File: src/rtl/tcam_pkg.sv
// Shared constants and types for the TCAM controller: sizes, command
// opcodes, FSM state encoding and the registered-command record.
package tcam_pkg;

  localparam int ENTRIES = 16;
  localparam int KEY_W   = 16;
  localparam int IDX_W   = 4;

  localparam logic [1:0] OP_SEARCH = 2'b00;
  localparam logic [1:0] OP_WRITE  = 2'b01;
  localparam logic [1:0] OP_INVAL  = 2'b10;
  localparam logic [1:0] OP_FLUSH  = 2'b11;

  typedef logic [2:0] state_t;

  localparam state_t ST_IDLE = 3'd0;
  localparam state_t ST_WR   = 3'd1;
  localparam state_t ST_HOLD = 3'd2;
  localparam state_t ST_SRCH = 3'd3;
  localparam state_t ST_RESP = 3'd4;

  typedef struct packed {
    logic [1:0]       op;
    logic [IDX_W-1:0] idx;
  } cmd_t;

endpackage

File: src/rtl/tcam_prio_enc.sv
// Lowest-index priority encoder with hit flag, purely combinational.
// Index 0 wins over all others; idx is 0 when nothing is set.
module tcam_prio_enc #(
  parameter int N     = 16,
  parameter int IDX_W = 4
) (
  input  logic [N-1:0]     vec,
  output logic [IDX_W-1:0] idx,
  output logic             hit
);

  // Scan downward so the last assignment is the lowest set bit.
  always_comb begin
    idx = '0;
    for (int i = N - 1; i >= 0; i--) begin
      if (vec[i]) idx = IDX_W'(i);
    end
  end

  assign hit = |vec;

endmodule

File: src/rtl/tcam_ctrl.sv
// TCAM sequencing controller: accepts search / write / invalidate / flush
// commands, drives an external ternary CAM, qualifies its match vector with
// per-entry valid bits and returns a held response.
// Optional: define TCAM_CTRL_MULTIHIT_EN to add the rsp_multi output.
//
// state | meaning
// IDLE  | ready for a command
// WR    | TCAM write strobe asserted
// HOLD  | write data held one more cycle, entry marked valid on exit
// SRCH  | search key on tcam_value, match vector sampled on exit
// RESP  | response held until rsp_ready
module tcam_ctrl import tcam_pkg::*; #(
  parameter int ENTRIES = tcam_pkg::ENTRIES,
  parameter int KEY_W   = tcam_pkg::KEY_W
) (
  input  logic               clk,
  input  logic               rst_n,
  input  logic               cmd_valid,
  output logic               cmd_ready,
  input  logic [1:0]         cmd_op,
  input  logic [IDX_W-1:0]   cmd_idx,
  input  logic [KEY_W-1:0]   cmd_key,
  input  logic [KEY_W-1:0]   cmd_mask,
  output logic               rsp_valid,
  input  logic               rsp_ready,
  output logic               rsp_hit,
  output logic [IDX_W-1:0]   rsp_idx,
  output logic [ENTRIES-1:0] rsp_match,
  output logic [IDX_W-1:0]   tcam_wraddr,
  output logic [KEY_W-1:0]   tcam_value,
  output logic [KEY_W-1:0]   tcam_value2,
  output logic               tcam_wr,
  input  logic [ENTRIES-1:0] tcam_match
`ifdef TCAM_CTRL_MULTIHIT_EN
  ,
  output logic               rsp_multi
`endif
);

  state_t             state;
  cmd_t               cmd_q;
  logic [ENTRIES-1:0] valid;
  logic [ENTRIES-1:0] qual;
  logic [ENTRIES-1:0] cmd_sel;
  logic [ENTRIES-1:0] held_sel;
  logic [IDX_W-1:0]   enc_idx;
  logic               enc_hit;
  logic               accept;

  assign cmd_ready = (state == ST_IDLE);
  assign accept    = cmd_valid && cmd_ready;
  assign qual      = tcam_match & valid;
  assign cmd_sel   = ENTRIES'(1) << cmd_idx;
  assign held_sel  = ENTRIES'(1) << cmd_q.idx;

  tcam_prio_enc #(
    .N     (ENTRIES),
    .IDX_W (IDX_W)
  ) u_prio (
    .vec (qual),
    .idx (enc_idx),
    .hit (enc_hit)
  );

  // Command sequencing, TCAM port drive and response registers.
  always_ff @(posedge clk or negedge rst_n) begin
    if (!rst_n) begin
      state       <= ST_IDLE;
      cmd_q       <= '0;
      tcam_wr     <= 1'b0;
      tcam_wraddr <= '0;
      tcam_value  <= '0;
      tcam_value2 <= '0;
      rsp_valid   <= 1'b0;
      rsp_hit     <= 1'b0;
      rsp_idx     <= '0;
      rsp_match   <= '0;
    end else begin
      case (state)
        ST_IDLE: begin
          if (accept) begin
            cmd_q.op  <= cmd_op;
            cmd_q.idx <= cmd_idx;
            case (cmd_op)
              OP_SEARCH: begin
                tcam_value <= cmd_key;
                state      <= ST_SRCH;
              end
              OP_WRITE: begin
                tcam_wraddr <= cmd_idx;
                tcam_value  <= cmd_key;
                tcam_value2 <= cmd_mask;
                tcam_wr     <= 1'b1;
                state       <= ST_WR;
              end
              default: begin
                // Invalidate and flush answer straight away without
                // touching the TCAM ports.
                rsp_valid <= 1'b1;
                rsp_hit   <= 1'b0;
                rsp_idx   <= cmd_idx;
                rsp_match <= '0;
                state     <= ST_RESP;
              end
            endcase
          end
        end
        ST_WR: begin
          tcam_wr <= 1'b0;
          state   <= ST_HOLD;
        end
        ST_HOLD: begin
          rsp_valid <= 1'b1;
          rsp_hit   <= 1'b0;
          rsp_idx   <= cmd_q.idx;
          rsp_match <= '0;
          state     <= ST_RESP;
        end
        ST_SRCH: begin
          rsp_valid <= 1'b1;
          rsp_hit   <= enc_hit;
          rsp_idx   <= enc_idx;
          rsp_match <= qual;
          state     <= ST_RESP;
        end
        ST_RESP: begin
          if (rsp_ready) begin
            rsp_valid <= 1'b0;
            state     <= ST_IDLE;
          end
        end
        default: begin
          tcam_wr <= 1'b0;
          state   <= ST_IDLE;
        end
      endcase
    end
  end

  // Entry valid bits: set only when a write completes, so an aborted
  // write leaves its entry invalid.
  always_ff @(posedge clk or negedge rst_n) begin
    if (!rst_n) begin
      valid <= '0;
    end else if (state == ST_HOLD) begin
      valid <= valid | held_sel;
    end else if (accept && cmd_op == OP_INVAL) begin
      valid <= valid & ~cmd_sel;
    end else if (accept && cmd_op == OP_FLUSH) begin
      valid <= '0;
    end
  end

`ifdef TCAM_CTRL_MULTIHIT_EN
  logic qual_multi;

  // Clearing the lowest set bit leaves something only if two or more were set.
  assign qual_multi = |(qual & (qual - ENTRIES'(1)));

  // Multi-hit flag: cleared on every accept, loaded when a search completes.
  always_ff @(posedge clk or negedge rst_n) begin
    if (!rst_n) begin
      rsp_multi <= 1'b0;
    end else if (accept) begin
      rsp_multi <= 1'b0;
    end else if (state == ST_SRCH) begin
      rsp_multi <= qual_multi;
    end
  end
`endif

endmodule
File: config.mk
export PLATFORM = sky130hd
export DESIGN_NAME = tcam_ctrl
export DESIGN_NICKNAME = d
export VERILOG_FILES = /design/src/rtl/tcam_pkg.sv /design/src/rtl/tcam_prio_enc.sv /design/src/rtl/tcam_ctrl.sv
export SDC_FILE = /design/constraint.sdc
export NUM_CORES = 1
export LEC_CHECK = 0
export CAP_MARGIN = 5
export CORE_AREA = 2 2 92 94
export CTS_BUF_LIST = sky130_fd_sc_hd__clkbuf_2
export DETAILED_ROUTE_END_ITERATION = 12
export DIE_AREA = 0 0 94 96
export PLACE_DENSITY = 0.87
export SKIP_CTS_REPAIR_TIMING = 1
export SLEW_MARGIN = 20
export SYNTH_ARGS = -nofsm -noshare
export SYNTH_HDL_FRONTEND = slang
export SYNTH_HIERARCHICAL = 1
export SYNTH_SLANG_ARGS = --single-unit
File: constraint.sdc
create_clock -name clk -period 2.5 [get_ports clk]
set_input_delay 0.375 -clock clk [delete_from_list [all_inputs] [get_ports clk]]
set_output_delay 0.375 -clock clk [all_outputs]
set_load 0.03 [all_outputs]
==> flow_summary.toml <==
[die]
core_area_um2 = 8050
row_count = 33
dieArea_um2 = 9020
io_pins = 118
die_width_um = 94
start_util_pct = 48.1
die_h_um = 96

[setup_path]
cp-start-kind = "register"
critical_path.max_fanout = 9
required_ps = 2120
critPathKind = "reg -> out"
critPathArrivalTime_ps = 1680
endpoint_kind = "output pin"
r2r_setup_slack_ps = 610
r2r_cells = 7

[timing]
worst_slew_pin_slew_ps = 720
rsz0062_at_grt = "false"
clock.fmax_mhz = 487
maxSlewHeadroom_pct = 51.5
slew_viol_final = 0
finalSetupViolCount = 0
period_needed_ps = 2050
fin_crit_sh_pct = 82.1
hold_violations = 0
fin_skew_ps = 23.7

[pwr]
peakVddDrop_v = 0.000829
p_per_area_nw_per_um2 = 1160
p_leak_nw = 2.37
power_w = 0.00615

[final_layout]
stdcell_area_um2 = 5310
diodes = 0
fillers = 605
final_layout_size_suffix_gt1_share_pct = 17.1
syn2layout_area_growth_pct = 36.9
nNetsFinal = 486
fin_cells = 538
final_util_pct = 65.9

[clocking]
cts_tree = "done"
cts_buffers = 9
clk_latency_ps = 520
cts_max_level = 3
clk_pin_slew_ps = 230
clk_path_buf_depth = 2
cts_root_buffer = "clkbuf_2"
clkSinkCount = 82

[drt]
drt-initial-drc-count = 255
routed_wl_um = 10100
final_antenna_net_count = 0
drc_errors = 0
vias_per_cell = 5.80
wl_per_cell_um = 18.7
num_vias = 3120
firstDrtPassIters = 7

[grt]
antenna_found_initial = 0
track_usage_pct = 23.3
grt_pass1_vias = 3157
grt_max_degree = 45
grt_pass1_wl_um = 16200
grt_overflow = 0

[synth]
synth_top_family_by_area = "multiplexers"
synth_area_um2 = 3880
synth_compound_area_share_pct = 13.9
syn_inst = 309
ys_seq_elements = 82
synth_xor_area_share_pct = 0
synth_nets = 367
synth-seq-area-share_pct = 52.9
synth-simple-area-share_pct = 14.3
synthMuxAreaShare_pct = 15.1
synthAdderAreaFrac_pct = 0
avgSynthCellArea_um2 = 12.5
ys_types = 43
yosysWarnings = 6

[placement]
port_buffers = 117
dpl.hpwl_um = 7430
place_congestion = 1.01
placed_cells = 521
postPlaceCellArea_um2 = 5150

[status]
status = "finished, final reports clean"

[min_path]
hp-class = "in -> async"

[run]
cap_violations = 0
-- final timing paths --
kind	start	to
setup / recovery	state[2]	cmd_ready
hold / removal	rst_n	rsp_match[10]
setup reg to reg	valid[14]	rsp_idx[2]
hold reg to reg	rsp_match[12]	rsp_match[12]
max in group asynchronous	rst_n	tcam_value2[4]
min in group clk	rsp_ready	state[2]
-- per-stage QoR --
step                      hold slack (ps)  TNS, ps  setup WS, ps
final                                 371        0           447
after global routing                  385        0           333
after CTS                            -200    -6.24         -6.24
after detailed placement              412        0           256
after global placement                402        0           306
after floorplan                      79.4        0           656
-- layout make-up --
class | instances | area, µm² | area share, %
clock buffer | 9 | 45.0 | 0.849
clock inverter | 7 | 92.6 | 1.74
inverter | 10 | 37.5 | 0.707
multi-input combinational | 197 | 1680 | 31.7
sequential | 82 | 2050 | 38.7
tap | 105 | 131 | 2.48
timing repair buffer | 128 | 1270 | 23.9
-- cell families (layout without fill, tap and decap cells) --
kind of cell | count (synthesis) | in the layout
and+or+nand+nor | 86 | 86
muxes | 43 | 43
buffers and inverters | 30 | 154
AOI/OAI and AO/OA | 68 | 68
DFF | 82 | 82
-- sequential cells by signal (all words and copies together) (netlist names) --
name         flops
cmd_q            4
rsp_hit          1
rsp_idx          4
rsp_match       16
rsp_valid        1
state            3
tcam_value      16
tcam_value2     16
tcam_wr          1
tcam_wraddr      4
valid           16
-- Yosys cell counts, drive strengths merged --
cell type  number  area (µm²)
nor4bb          3        30.0
and3            3        18.8
mux2           40         556
buf            10        71.3
a311oi          1        8.76
o2111ai         6        52.6
nand3           3        20.0
mux2i           3        30.0
dfrtp          82        2050
a21oi           8        40.0
o22a            8        70.1
or3             1        6.26
nor3b           1        7.51
a221o           6        60.1
a22o           21         184
and4b           1        10.0
and2           16         100
nand2           9        33.8
a32o            2        20.0
o31ai           1        7.51
o311a           1        10.0
o22ai           1        6.26
nand3b          3        47.6
nor2           17        66.3
nor3            7        46.3
nor4            8        56.3
o21ai           5        25.0
inv            10        37.5
clkbuf         10        37.5
nor4b           3        41.3
a31oi           6        37.5
nor2b           5        31.3
nand2b          6        37.5
a41oi           2        17.5
-- layout by cell type, fill, tap and decap left out, types with 2 or more instances in the layout --
cell type,synthesis,final
nor4b_1,2,2
nor2_1,16,15
and3_1,3,3
mux2_4,28,28
a41oi_1,2,2
a31oi_1,6,6
a221o_1,6,6
a22o_1,21,21
o21ai_0,5,5
and2_1,16,16
nor4_1,7,7
o22a_1,8,8
nor4bb_1,3,3
nand3b_4,2,2
nor2b_1,5,5
a21oi_1,8,8
nand2_1,9,9
nor2_2,1,2
nand2b_1,6,6
buf_4,1,10
mux2_2,12,12
clkinvlp_4,0,2
nand3_1,2,2
a32o_1,2,2
mux2i_1,3,3
clkdlybuf4s50_1,0,115
bufinv_16,0,2
inv_1,10,10
dfrtp_1,82,82
o2111ai_1,6,6
clkbuf_2,0,9
nor3_1,6,6
-- worst max-delay path: stages, from the launching register on --
cell	delay, ps
dfrtp_1	560
nor3_4	300
dlymetal6s2s_1	320
-- routing by layer --
metal | up-vias | track usage, % | share of wire (%)
li1 | 1393 | - | -
met1 | 1508 | 29.9 | 41
met2 | 197 | 37.7 | 48
met3 | 22 | 6.42 | 8.9
met4 | 0 | 9.66 | 1.7
met5 | - | 0 | 0
-- where the power goes --
part,switching (W),internal [W]
combinational,0.00159,0.00149
sequential,0.000450,0.00184
clock,0.000453,0.000329
total,0.00250,0.00365
Note: power is estimated with default switching activity, not from simulation.
